$ cat config.mk
export PLATFORM = sky130hd
export DESIGN_NAME = ptw_sv39
export DESIGN_NICKNAME = d
export VERILOG_FILES = /design/src/rtl/ptw_pkg.sv /design/src/rtl/pte_check.sv /design/src/rtl/ptw_sv39.sv
export SDC_FILE = /design/constraint.sdc
export NUM_CORES = 1
export LEC_CHECK = 0
export ABC_AREA = 1
export BUFFER_PORTS_ARGS = -buffer_cell sky130_fd_sc_hd__buf_2
export CORE_MARGIN = 3
export CORE_UTILIZATION = 39
export CTS_CLUSTER_DIAMETER = 40
export DETAILED_ROUTE_END_ITERATION = 8
export SLEW_MARGIN = 15
export SYNTH_ARGS = -nofsm -noshare
export SYNTH_HDL_FRONTEND = slang
export SYNTH_HIERARCHICAL = 1
export SYNTH_SLANG_ARGS = --single-unit
$ cat constraint.sdc
create_clock -name clk -period 2.3 [get_ports clk]
set_input_delay 0.46 -clock clk [delete_from_list [all_inputs] [get_ports clk]]
set_output_delay 0.46 -clock clk [all_outputs]
set_load 0.02 [all_outputs]
$ cat src/rtl/ptw_pkg.sv
// Shared types and constants for the Sv39 page-table walker.
package ptw_pkg;

  typedef enum logic [1:0] {
    IDLE  = 2'd0,
    REQ   = 2'd1,
    CHECK = 2'd2,
    DONE  = 2'd3
  } ptw_state_e;

  localparam logic [3:0]  SATP_MODE_SV39 = 4'd8;
  localparam int unsigned PAGE_SHIFT     = 12;

  localparam int unsigned PTE_V = 0;
  localparam int unsigned PTE_R = 1;
  localparam int unsigned PTE_W = 2;
  localparam int unsigned PTE_X = 3;

  localparam int unsigned PPN_MSB = 53;
  localparam int unsigned PPN_LSB = 10;

endpackage

$ cat src/rtl/pte_check.sv
// Combinational PTE decode: leaf detection, fault detection and leaf PA composition.
module pte_check
  import ptw_pkg::*;
(
  input  logic [63:0] pte,
  input  logic [1:0]  level,
  input  logic [29:0] va_low,
  output logic        is_leaf,
  output logic        fault,
  output logic [63:0] leaf_pa
);

  logic [43:0] ppn;
  logic        misaligned;
  logic        unused_pte;

  assign ppn        = pte[PPN_MSB:PPN_LSB];
  assign unused_pte = ^{pte[63:54], pte[9:4]};

  always_comb begin
    is_leaf    = pte[PTE_R] | pte[PTE_X];
    misaligned = 1'b0;
    case (level)
      2'd1:    misaligned = (ppn[8:0] != '0);
      2'd2:    misaligned = (ppn[17:0] != '0);
      default: misaligned = 1'b0;
    endcase

    // A pointer PTE at the last level has nowhere left to go.
    fault = !pte[PTE_V]
          | (!pte[PTE_R] & pte[PTE_W])
          | (is_leaf & misaligned)
          | (!is_leaf & (level == 2'd0));

    case (level)
      2'd0:    leaf_pa = {8'h00, ppn, va_low[11:0]};
      2'd1:    leaf_pa = {8'h00, ppn[43:9], va_low[20:0]};
      default: leaf_pa = {8'h00, ppn[43:18], va_low[29:0]};
    endcase
  end

endmodule

$ cat src/rtl/ptw_sv39.sv
// Sv39 three-level page-table walker responding on the mmu_valid/mmu_finish handshake.
module ptw_sv39
  import ptw_pkg::*;
(
  input  logic        clk,
  input  logic        rst,
  input  logic        mmu_valid,
  input  logic [63:0] va,
  input  logic [63:0] satp,
  output logic        mmu_finish,
  output logic [63:0] pa,
  output logic        page_fault,
  output logic        preq_valid,
  output logic [63:0] preq_addr,
  input  logic        presp_data_ok,
  input  logic [63:0] presp_data
);

  ptw_state_e  state_q, state_d;
  logic [38:0] va_q, va_d;
  logic [63:0] base_q, base_d;
  logic [1:0]  level_q, level_d;
  logic [63:0] pte_q, pte_d;
  logic [63:0] pa_q, pa_d;
  logic        fault_q, fault_d;

  logic        is_leaf;
  logic        pte_fault;
  logic [63:0] leaf_pa;
  logic [8:0]  vpn;
  logic        unused_satp;

  assign unused_satp = ^satp[59:44];

  pte_check u_pte_check (
    .pte     (pte_q),
    .level   (level_q),
    .va_low  (va_q[29:0]),
    .is_leaf (is_leaf),
    .fault   (pte_fault),
    .leaf_pa (leaf_pa)
  );

  always_comb begin
    case (level_q)
      2'd2:    vpn = va_q[38:30];
      2'd1:    vpn = va_q[29:21];
      default: vpn = va_q[20:12];
    endcase
  end

  // Address derives only from registers, so it stays stable for the whole REQ wait.
  assign preq_addr  = base_q + {52'd0, vpn, 3'b000};
  assign preq_valid = (state_q == REQ);
  assign mmu_finish = (state_q == DONE);
  assign pa         = pa_q;
  assign page_fault = fault_q;

  always_comb begin
    state_d = state_q;
    va_d    = va_q;
    base_d  = base_q;
    level_d = level_q;
    pte_d   = pte_q;
    pa_d    = pa_q;
    fault_d = fault_q;
    case (state_q)
      IDLE: begin
        if (mmu_valid) begin
          if (satp[63:60] == SATP_MODE_SV39) begin
            va_d    = va[38:0];
            base_d  = {20'd0, satp[43:0]} << PAGE_SHIFT;
            level_d = 2'd2;
            state_d = REQ;
          end else begin
            pa_d    = va;
            fault_d = 1'b0;
            state_d = DONE;
          end
        end
      end
      REQ: begin
        if (presp_data_ok) begin
          pte_d   = presp_data;
          state_d = CHECK;
        end
      end
      CHECK: begin
        if (pte_fault) begin
          pa_d    = '0;
          fault_d = 1'b1;
          state_d = DONE;
        end else if (is_leaf) begin
          pa_d    = leaf_pa;
          fault_d = 1'b0;
          state_d = DONE;
        end else begin
          base_d  = {20'd0, pte_q[PPN_MSB:PPN_LSB]} << PAGE_SHIFT;
          level_d = level_q - 2'd1;
          state_d = REQ;
        end
      end
      DONE: begin
        state_d = IDLE;
      end
      default: state_d = IDLE;
    endcase
  end

  always_ff @(posedge clk) begin
    if (rst) begin
      state_q <= IDLE;
      va_q    <= '0;
      base_q  <= '0;
      level_q <= '0;
      pte_q   <= '0;
      pa_q    <= '0;
      fault_q <= 1'b0;
    end else begin
      state_q <= state_d;
      va_q    <= va_d;
      base_q  <= base_d;
      level_q <= level_d;
      pte_q   <= pte_d;
      pa_q    <= pa_d;
      fault_q <= fault_d;
    end
  end

endmodule

# ---- Word-level counts from Yosys, hierarchy flattened
# Index checks and enable logic that the tools add are counted.
dict set report totals {
  regBits 226
  out_inout_bits 131
}
dict set report op_classes {
  add_sub_neg 2
  n_mux 29
  bitwise_logic 7
  reduce_logical 13
  n_eq_ne 13
}
# operator n
set ops {}
lappend ops {{2-to-1 mux 64 bit} 8}
lappend ops {{case mux 64 bit (2 select lines)} 2}
lappend ops {{adder 64 x 12 -> 64 bit} 1}
lappend ops {{case mux 30 bit (2 select lines)} 1}
lappend ops {{2-to-1 mux 2 bit} 9}
lappend ops {{case mux 9 bit (2 select lines)} 1}
lappend ops {{nonzero test 18 bit} 1}
lappend ops {{!= test 2 bit (second input constant)} 5}
lappend ops {{nonzero test 9 bit} 1}
lappend ops {{case mux 2 bit (4 select lines)} 1}
lappend ops {{== test 2 bit (second input constant)} 3}
lappend ops {{AND reduction 5 bit} 1}
lappend ops {{== test 2 x 1 -> 1 bit (second input constant)} 2}
lappend ops {{== test 4 bit (second input constant)} 1}
lappend ops {{zero test 2 bit} 2}
lappend ops {{2-to-1 mux 1 bit} 4}
lappend ops {{OR 1 bit} 4}
lappend ops {{case mux 1 bit (2 select lines)} 2}
lappend ops {{case mux 2 bit (2 select lines)} 1}
lappend ops {{AND reduction 2 bit} 2}
lappend ops {{AND reduction 4 bit} 1}
lappend ops {{AND 1 bit} 3}
lappend ops {{zero test 1 bit} 3}
lappend ops {{!= test 3 bit (second input constant)} 1}
lappend ops {{4 further kinds} 4}

# ---- Depth between registers and ports, before layout
# Gate-level depths: netlist of run 1.
dict set report depth {
  ltp_word 7
  mapped_depth 16
}

# ---- Cells and area by module
# Netlist of run 1, hierarchy kept.
# mod n_inst cells_per_inst seq_area_each_um2 area_per_inst_um2
set by_module_without_submodules {}
lappend by_module_without_submodules {ptw_sv39 1 1614 4324.1 10183.5}
lappend by_module_without_submodules {pte_check 1 136 0.0 807.0}

# ---- Worst setup path after synthesis of run 1
# OpenSTA, ideal clock, no wires.
dict set report synth_timing {
  path_type {register to register}
  startpoint {reg level_q[1]}
  endpoint {reg pa_q[10], in the netlist pa[10]}
  required_time_ns 2.187
  setup_slack_ns 0.175
  t_arrival_ns 2.012
  stages_incl_launch_ff 17
  synth_period_minus_slack_ns 2.125
  setup_time_ns 0.113
  cell_sequence {dfxtp_1 > inv_1 > ha_1 > buf_6 > or2_1 > nand2_1 > nand2_1 > nand2_1 > nand2_1 > nor2_1 > nand2_1 > nand3_1 > buf_2 > buf_2 > nand2_1 > nand2_1 > nor2_1}
}
dict set report synth_between {
  elab_chain_len 7
  word_cells_on_any_way 12
  cone_classes {3 x eq/ne; 3 x mux; 4 x bitwise; 2 x reduce/logical}
}
# item line_no
set synth_rtl {}
lappend synth_rtl {{start, declared} ptw_sv39.sv:22} ;# logic [1:0] level_q, level_d;
lappend synth_rtl {{start signal, assigned} ptw_sv39.sv:123} ;# level_q <= level_d;
lappend synth_rtl {{== test 2 bit or == test 2 x 1 -> 1 bit (tied branches)} pte_check.sv:23} ;# case (level)
lappend synth_rtl {{case mux 1 bit (2 select lines)} pte_check.sv:23}
lappend synth_rtl {{AND 1 bit} pte_check.sv:32} ;# | (is_leaf & misaligned)
lappend synth_rtl {{OR 1 bit} pte_check.sv:32}
lappend synth_rtl {{OR 1 bit *} pte_check.sv:33} ;# | (!is_leaf & (level == 2'd0));
lappend synth_rtl {{named net pte_fault} ptw_sv39.sv:28} ;# logic pte_fault;
lappend synth_rtl {{!= test 3 bit (no source line) or 2-to-1 mux 64 bit (tied branches)} -}
lappend synth_rtl {{AND reduction 4 bit (no source line) or case mux 64 bit (2 select lines) (tied branches)} -}
lappend synth_rtl {{end signal, assigned} ptw_sv39.sv:125} ;# pa_q <= pa_d;
lappend synth_rtl {{end, declared} ptw_sv39.sv:24} ;# logic [63:0] pa_q, pa_d;
# Mark *: on every way through the listed nets, which the timed path passes. The rest lies on a longest branch.
# A chain may end at the register's enable or synchronous reset.

# ---- Worst setup path in the final report of run 1
dict set report layout_timing {
  startpoint {reg level_q[0]}
  endpoint {out preq_addr[11]}
}
dict set report layout_between {
  elab_chain_len 3
  word_cells_on_any_way 4
  cone_classes {1 x add/sub; 2 x eq/ne; 1 x mux}
}
# item line_no
set layout_rtl {}
lappend layout_rtl {{== test 2 x 1 -> 1 bit or == test 2 bit (tied branches)} ptw_sv39.sv:45} ;# case (level_q)
lappend layout_rtl {{case mux 9 bit (2 select lines) *} ptw_sv39.sv:45}
lappend layout_rtl {{adder 64 x 12 -> 64 bit *} ptw_sv39.sv:53} ;# assign preq_addr = base_q + {52'd0, vpn, 3'b000};
lappend layout_rtl {{end, declared} ptw_sv39.sv:14} ;# output logic [63:0] preq_addr,
# Every way passes the cells marked *; elsewhere a longest branch is shown, timed or not.

==> results by group, run 1 <==
Setup path
  – Startpoint type of the worst setup path: flip-flop
  – CP Data Required Time: approximately 1.8 ns
  – Crit path cell chain: buf_4 > inv_2 > ha_4 > buf_8 > a21oi_1 > a21oi_1 > buf_4
  – R2r setup slk: about 0.19 ns
  – Cell at the slowest stage of the critical path: dfxtp_2
  – Biggest fanout along the worst timing path: 10
  – Worst Setup End Kind: output port
  – Worst path max stage delay: 0.36 ns
  – Critical path class: flip-flop to output port
  – Arr. time, crit path: between 1.5 and 2 ns

Pwr
  – Lkg Pwr: slightly above 6 nW
  – VDD IR max: ~0.38 mV
  – Final Total Pwr: slightly above 0.009 W
  – PwrDens: between 700 and 800 nW/um^2

Timing
  – Final min period: roughly 2.2 ns
  – Final Max Tran Viols: 0
  – Final hold slack: between 0.2 and 0.3 ns
  – Worst slew margin: 0.600
  – Slew at the pin closest to its max-slew limit: about 0.6 ns
  – Fin. Hold Viols: 0
  – Fin Clk Skew: about 0.014 ns
  – Setup-failing EPs final: 0
  – Part of the cycle the worst path needs: 0.957
  – Max Freq: between 400 and 500 MHz

Worst hold path
  – Hold WC Path Type: input pin to flip-flop

Placement
  – Port bufs: around 280
  – DP HPWL: between 20000 and 25000 um
  – Placer Congestion: between 0.8 and 0.9

CTS
  – Clock slew at reported path FFs: 0.09 ns
  – CTS tree: built
  – # hold bufs at CTS: 0
  – Clk_lat worst skew: 0.43 ns
  – Num CTS Buffers: 17
  – Root buffer cell: clkbuf_16
  – Clock sinks: 200
  – H-tree levels: 4
  – Bufs on Longest Clock Path: 2

Final layout
  – Final nets: about 2100
  – Fillers: 2809
  – Area taken by multi-input logic gates: a little over 5000 um^2
  – Share of cells above drive strength 1: 0.209
  – P&R area growth vs syn: 21.8%
  – Sequential Area: 4010 um^2
  – Fin util: 0.486

Logic synthesis
  – Ys Warns: 6
  – Synth Cell Area: 10500 um^2
  – Syn Inst Count: 1686
  – Mean post-synth cell area: just over 6 um^2

Route
  – Via count: ~11000
  – Final wirelength: ~33000 um
  – Detailed Route Iter0 Violations: 694
  – ANT nets after route: 0
  – Drt drc: 0
  – Drt pass-1 iters: 6
  – Routed len/inst: 14.8 um
  – Vias per cell: ~4.8

Global route
  – Vias in the first global route: roughly 9900
  – First-pass GRT wire length: 50700 um
  – Total global-route track usage: 0.218
  – Largest net degree at the start of global routing: 60
  – Total congestion overflow: 0
  – Initial antenna violation count: 10

Floorplanning
  – Chip height: 170 um
  – Site row count: 59
  – Die Wd: roughly 170 um
  – # IOs: about 330
  – Core ar.: roughly 26000 um^2
  – Die Area: 28800 um^2
  – Initial core utilization: 0.399

Status
  – Status: complete, no violations

Run
  – Max_cap viols: 0
## placed cells by master (no fill, tap or decap), types with 2 or more instances in the layout
cell and n:
o21ai_2 3, conb_1 19, a21oi_1 106, o21ai_0 112, clkinv_4 2, nand2_4 3
diode_2 4, nand2_1 480, inv_1 136, ha_1 3, nor2_1 276, buf_12 17
nand3_1 140, o21ai_1 13, nand4_1 2, buf_4 32, nand2_2 2, dfxtp_2 2
mux2_4 2, inv_6 4, bufinv_16 2, a21oi_2 8, inv_2 5, nor2_4 2
clkbuf_16 19, clkinv_8 5, buf_2 275, dfxtp_1 198
## worst max-delay path: cells and delay by family (launching register included)
| kind | cells | cell delay (ns) |
|---|---|---|
| buffers and inverters | 4 | 0.46 |
| flip-flops | 1 | 0.36 |
| adder cells (fa/ha/maj) | 1 | 0.27 |
| AO/OA/AOI/OAI | 2 | 0.22 |
## layer usage
metal | up-vias | share of wire | GRT usage
met3 | 55 | 0.071 | 0.0554
met5 | - | 0.0028 | 0
met4 | 14 | 0.024 | 0.0676
li1 | 5509 | - | -
met1 | 4737 | 0.44 | 0.282
met2 | 304 | 0.46 | 0.359
## power by group
group / leakage, nW / switching [W] / internal [W]
combinational: 4.27 / 0.00133 / 0.000724
sequential: 1.63 / 0.000131 / 0.00369
clock: 0.305 / 0.00153 / 0.00168
## layout make-up
cell class                      count  area share
Antenna cell                        4    0.000787
Clock buffer                       17      0.0334
Clock inverter                     15      0.0167
Inverter                          143      0.0425
Multi-Input combinational cell   1177       0.400
Sequential cell                   200       0.315
Tap cell                          335      0.0329
Timing Repair Buffer              327       0.159
## worst paths after layout
| path | from | end | depth (start not counted) |
|---|---|---|---|
| hold reg to reg | pte_q[2] | pte_q[2] | 2 |
| hold / removal | presp_data[31] | pte_q[31] | 3 |
| setup reg to reg | level_q[0] | pa[47] | 15 |
| setup / recovery | level_q[0] | preq_addr[11] | 7 |
## metrics by stage
stage	area (um^2)	instances	setup TNS [ns]	setup slack (ns)
after floorplan	10500	1703	0	0.175
after global placement	11900	2177	0	0.114
after detailed placement	11900	2177	0	0.0714
after CTS	12600	2209	0	0.00956
after global routing	12700	2216	-0.000960	-0.000960
final	12700	2218	0	0.0996
## registers in the layout (all words and copies together), names as in the netlist
name,flops
pte_q,48
state_q,2
page_fault,1
base_q,44
pa,64
va_q,39
level_q,2
## repair_timing
item                                    CTS  global route
cloned                                    0             2
endpoints found under the hold margin     0             0
pin swaps                                 1             2
buffers inserted                          0             3
resized for setup                        18             8
endpoints found under the setup margin    9            89
Note: power is estimated with default switching activity, not from simulation.
==> run 2: changes to the inputs <==
==> constraint.sdc (replaced) <==
create_clock -name clk -period 2.3 [get_ports clk]
set_input_delay 0.46 -clock clk [delete_from_list [all_inputs] [get_ports clk]]
set_output_delay 0.46 -clock clk [all_outputs]
set_load 0.1 [all_outputs]
==> run 2 against run 1 <==
Effect of this change: sequential power hardly changed; power is 15% higher; non-clock buffer count is 1 higher; critical path depth stayed put; largest power group unchanged.
==> results by group, run 2 (synthesized netlist as in run 1, its figures left out) <==
Setup path
  – Crit. path cell count: 7 (unchanged)
  – CP Buf/Inv Count: 4 (unchanged)
  – Worst path max stage delay: 0.36 ns (about the same)
  – Arr. time, crit path: 1.80 ns (was 1.74 ns)
  – R2R depth: 14 (was 15)
  – Launch point of the critical path: level_q[0] (unchanged)
  – Reg2reg start: level_q[1] (was level_q[0])
  – Critical path endpoint: preq_addr[3] (was preq_addr[11])
  – Startpoint type of the worst setup path: flip-flop (unchanged)
  – Worst Setup End Kind: output port (unchanged)
  – Cell at the slowest stage of the critical path: dfxtp_2 (unchanged)
  – Crit path top cell by count: buf_6
  – R2r setup slk: 0.11 ns (was 0.19 ns)
  – R2r endpoint: pa[32] (was pa[47])
  – Biggest fanout along the worst timing path: 5 (was 10)
  – Crit path max-delay family: buffers and inverters (unchanged)
  – Critical path class: flip-flop to output port (unchanged)
  – Crit path cell chain: buf_6 > inv_4 > ha_4 > buf_6 > a21oi_2 > a21oi_4 > buf_12 (was buf_4 > inv_2 > ha_4 > buf_8 > a21oi_1 > a21oi_1 > buf_4)
  – CP Data Required Time: 1.84 ns (about the same)

Timing
  – RSZ-0062 raised after global routing: yes
  – Final hold slack: 0.281 ns (was 0.292 ns)
  – Final Max Tran Viols: 0 (unchanged)
  – Part of the cycle the worst path needs: 0.984 (was 0.957)
  – Final min period: 2.26 ns (was 2.20 ns)
  – Setup-failing EPs final: 0 (unchanged)
  – Slew at the pin closest to its max-slew limit: 0.577 ns (was 0.599 ns)
  – Fin Clk Skew: 0.0233 ns (was 0.0138 ns)
  – Worst slew margin: 0.616 (was 0.600)
  – Fin. Hold Viols: 0 (unchanged)
  – Max Freq: 442 MHz (was 454 MHz)

Final layout
  – Largest register FFs: 64 (unchanged)
  – Inserted Diodes: 0 (was 4)
  – Area taken by multi-input logic gates: 5250 um^2 (was 5090 um^2)
  – P&R area growth vs syn: 24.9% (was 21.8%)
  – Sequential Area: 4010 um^2 (about the same)
  – Fillers: 2747 (was 2809)
  – Commonest non-fill, non-tap cell in the layout: nand2_1 (unchanged)
  – Commonest non-fill, non-tap cells in the layout: nand2_1 (479), buf_2 (273), nor2_1 (267), dfxtp_1 (197), nand3_1 (140) (was nand2_1 (480), nor2_1 (276), buf_2 (275), dfxtp_1 (198), nand3_1 (140))
  – Final nets: 2068 (was 2067)
  – Share of cells above drive strength 1: 0.220 (was 0.209)

Floorplanning
  – Die Wd: 170 um (unchanged)
  – Die Area: 28800 um^2 (unchanged)
  – Chip height: 170 um (unchanged)
  – Core ar.: 26200 um^2 (unchanged)
  – Site row count: 59 (unchanged)
  – # IOs: 327 (unchanged)
  – Initial core utilization: 0.399 (unchanged)

Global route
  – Total global-route track usage: 0.222 (was 0.218)
  – First-pass GRT wire length: 51700 um (was 50700 um)
  – Largest net degree at the start of global routing: 64 (was 60)
  – Vias in the first global route: 9613 (was 9885)
  – Total congestion overflow: 0 (unchanged)
  – Initial antenna violation count: 8 (was 10)

CTS
  – Bufs on Longest Clock Path: 2 (unchanged)
  – Root buffer cell: clkbuf_16 (unchanged)
  – H-tree levels: 4 (unchanged)
  – Clk_lat worst skew: 0.44 ns (was 0.43 ns)
  – CTS tree: built (unchanged)
  – Num CTS Buffers: 17 (unchanged)
  – Clock sinks: 200 (unchanged)
  – Clock slew at reported path FFs: 0.09 ns (about the same)

Route
  – Drt pass-1 iters: 5 (was 6)
  – Routed len/inst: 15.6 um (was 14.8 um)
  – Drt drc: 0 (unchanged)
  – Detailed Route Iter0 Violations: 647 (was 694)
  – Final wirelength: 34500 um (was 32700 um)
  – Via count: 10500 (was 10600)
  – Vias per cell: 4.74 (was 4.79)
  – ANT nets after route: 0 (unchanged)

Pwr
  – VDD IR max: 0.540 mV (was 0.385 mV)
  – PwrDens: 800 nW/um^2 (was 713 nW/um^2)
  – Lkg Pwr: 6.30 nW (was 6.21 nW)
  – Final Total Pwr: 0.0104 W (was 0.00908 W)

Placement
  – DP HPWL: 23600 um (was 22700 um)
  – Placer Congestion: 0.851 (was 0.884)
  – Port bufs: 283 (unchanged)

Worst hold path
  – Hold WC Path Type: input pin to flip-flop (unchanged)

Run
  – Max_cap viols: 0 (unchanged)

Status
  – Status: complete, no violations (unchanged)
-- run 2: cell types whose count changed in the layout (fill, tap and decap cells not counted), moves of 2 or more --
| cell | previous run | this run |
|---|---|---|
| diode_2 | 4 | 0 |
| buf_2 | 275 | 273 |
| a21oi_4 | 0 | 10 |
| nor2_1 | 276 | 267 |
| inv_8 | 1 | 4 |
| a21oi_1 | 106 | 96 |
| buf_12 | 17 | 22 |
| buf_16 | 0 | 3 |
| nor2_2 | 1 | 9 |
| clkbuf_16 | 19 | 21 |
| buf_6 | 0 | 4 |
| buf_4 | 32 | 22 |
-- run 2: power by group --
group          internal (W)  switching, W  total (W)
combinational      0.000805       0.00257    0.00338
sequential          0.00369      0.000139    0.00383
clock               0.00168       0.00156    0.00325
total               0.00618       0.00427     0.0104
-- run 2: worst min path at each step --
stage / from / cells after the start / end / slack, ns
6_report: presp_data[41] / 3 / pte_q[41] / 0.28
2_1_floorplan: pte_q[0] / 2 / pte_q[0] / 0.44
3_3_place_gp: pte_q[0] / 2 / pte_q[0] / 0.45
3_5_place_dp: pte_q[0] / 2 / pte_q[0] / 0.46
4_1_cts: presp_data[41] / 3 / pte_q[41] / 0.27
5_1_grt: presp_data[41] / 3 / pte_q[41] / 0.27
-- run 2: repair_timing --
action,in CTS,in global routing
endpoints found under the hold margin,0,0
hold buffers,0,0
gates cloned,2,5
setup buffers,0,5
gates resized for setup,30,11
endpoints found under the setup margin,10,118
pin swaps,2,4
-- run 2: tightest hold or removal path, delay by kind of cell --
family	cells	cell delay, ns
AO/OA/AOI/OAI	1	0.06
buffers and inverters	1	0.10
AND/OR/NAND/NOR	1	0.07
-- run 2: layout make-up --
type | count | share of cell area
Timing Repair Buffer | 328 | 0.169
Sequential cell | 200 | 0.307
Inverter | 143 | 0.0419
Tap cell | 335 | 0.0321
Clock inverter | 15 | 0.0161
Multi-Input combinational cell | 1177 | 0.402
Clock buffer | 17 | 0.0326
-- run 2: routing by layer --
metal  part of all wire  track usage  up-vias
met5             0.0024            0        -
met4              0.017       0.0551       16
met3              0.066       0.0536       43
met2               0.48        0.372      280
met1               0.44        0.290     4660
li1                   -            -     5511
-- run 2: metrics by stage --
stage | utilization | setup TNS [ns] | worst slack (ns) | cell area, um^2 | instances
final | 0.498 | 0 | 0.0375 | 13100 | 2215
after global routing | 0.498 | -0.172 | -0.0303 | 13100 | 2215
after CTS | 0.490 | -0.00650 | -0.00650 | 12800 | 2205
after detailed placement | 0.460 | 0 | 0.00950 | 12100 | 2171
after global placement | 0.460 | 0 | 0.100 | 12100 | 2171
after floorplan | - | 0 | 0.167 | 10600 | 1703
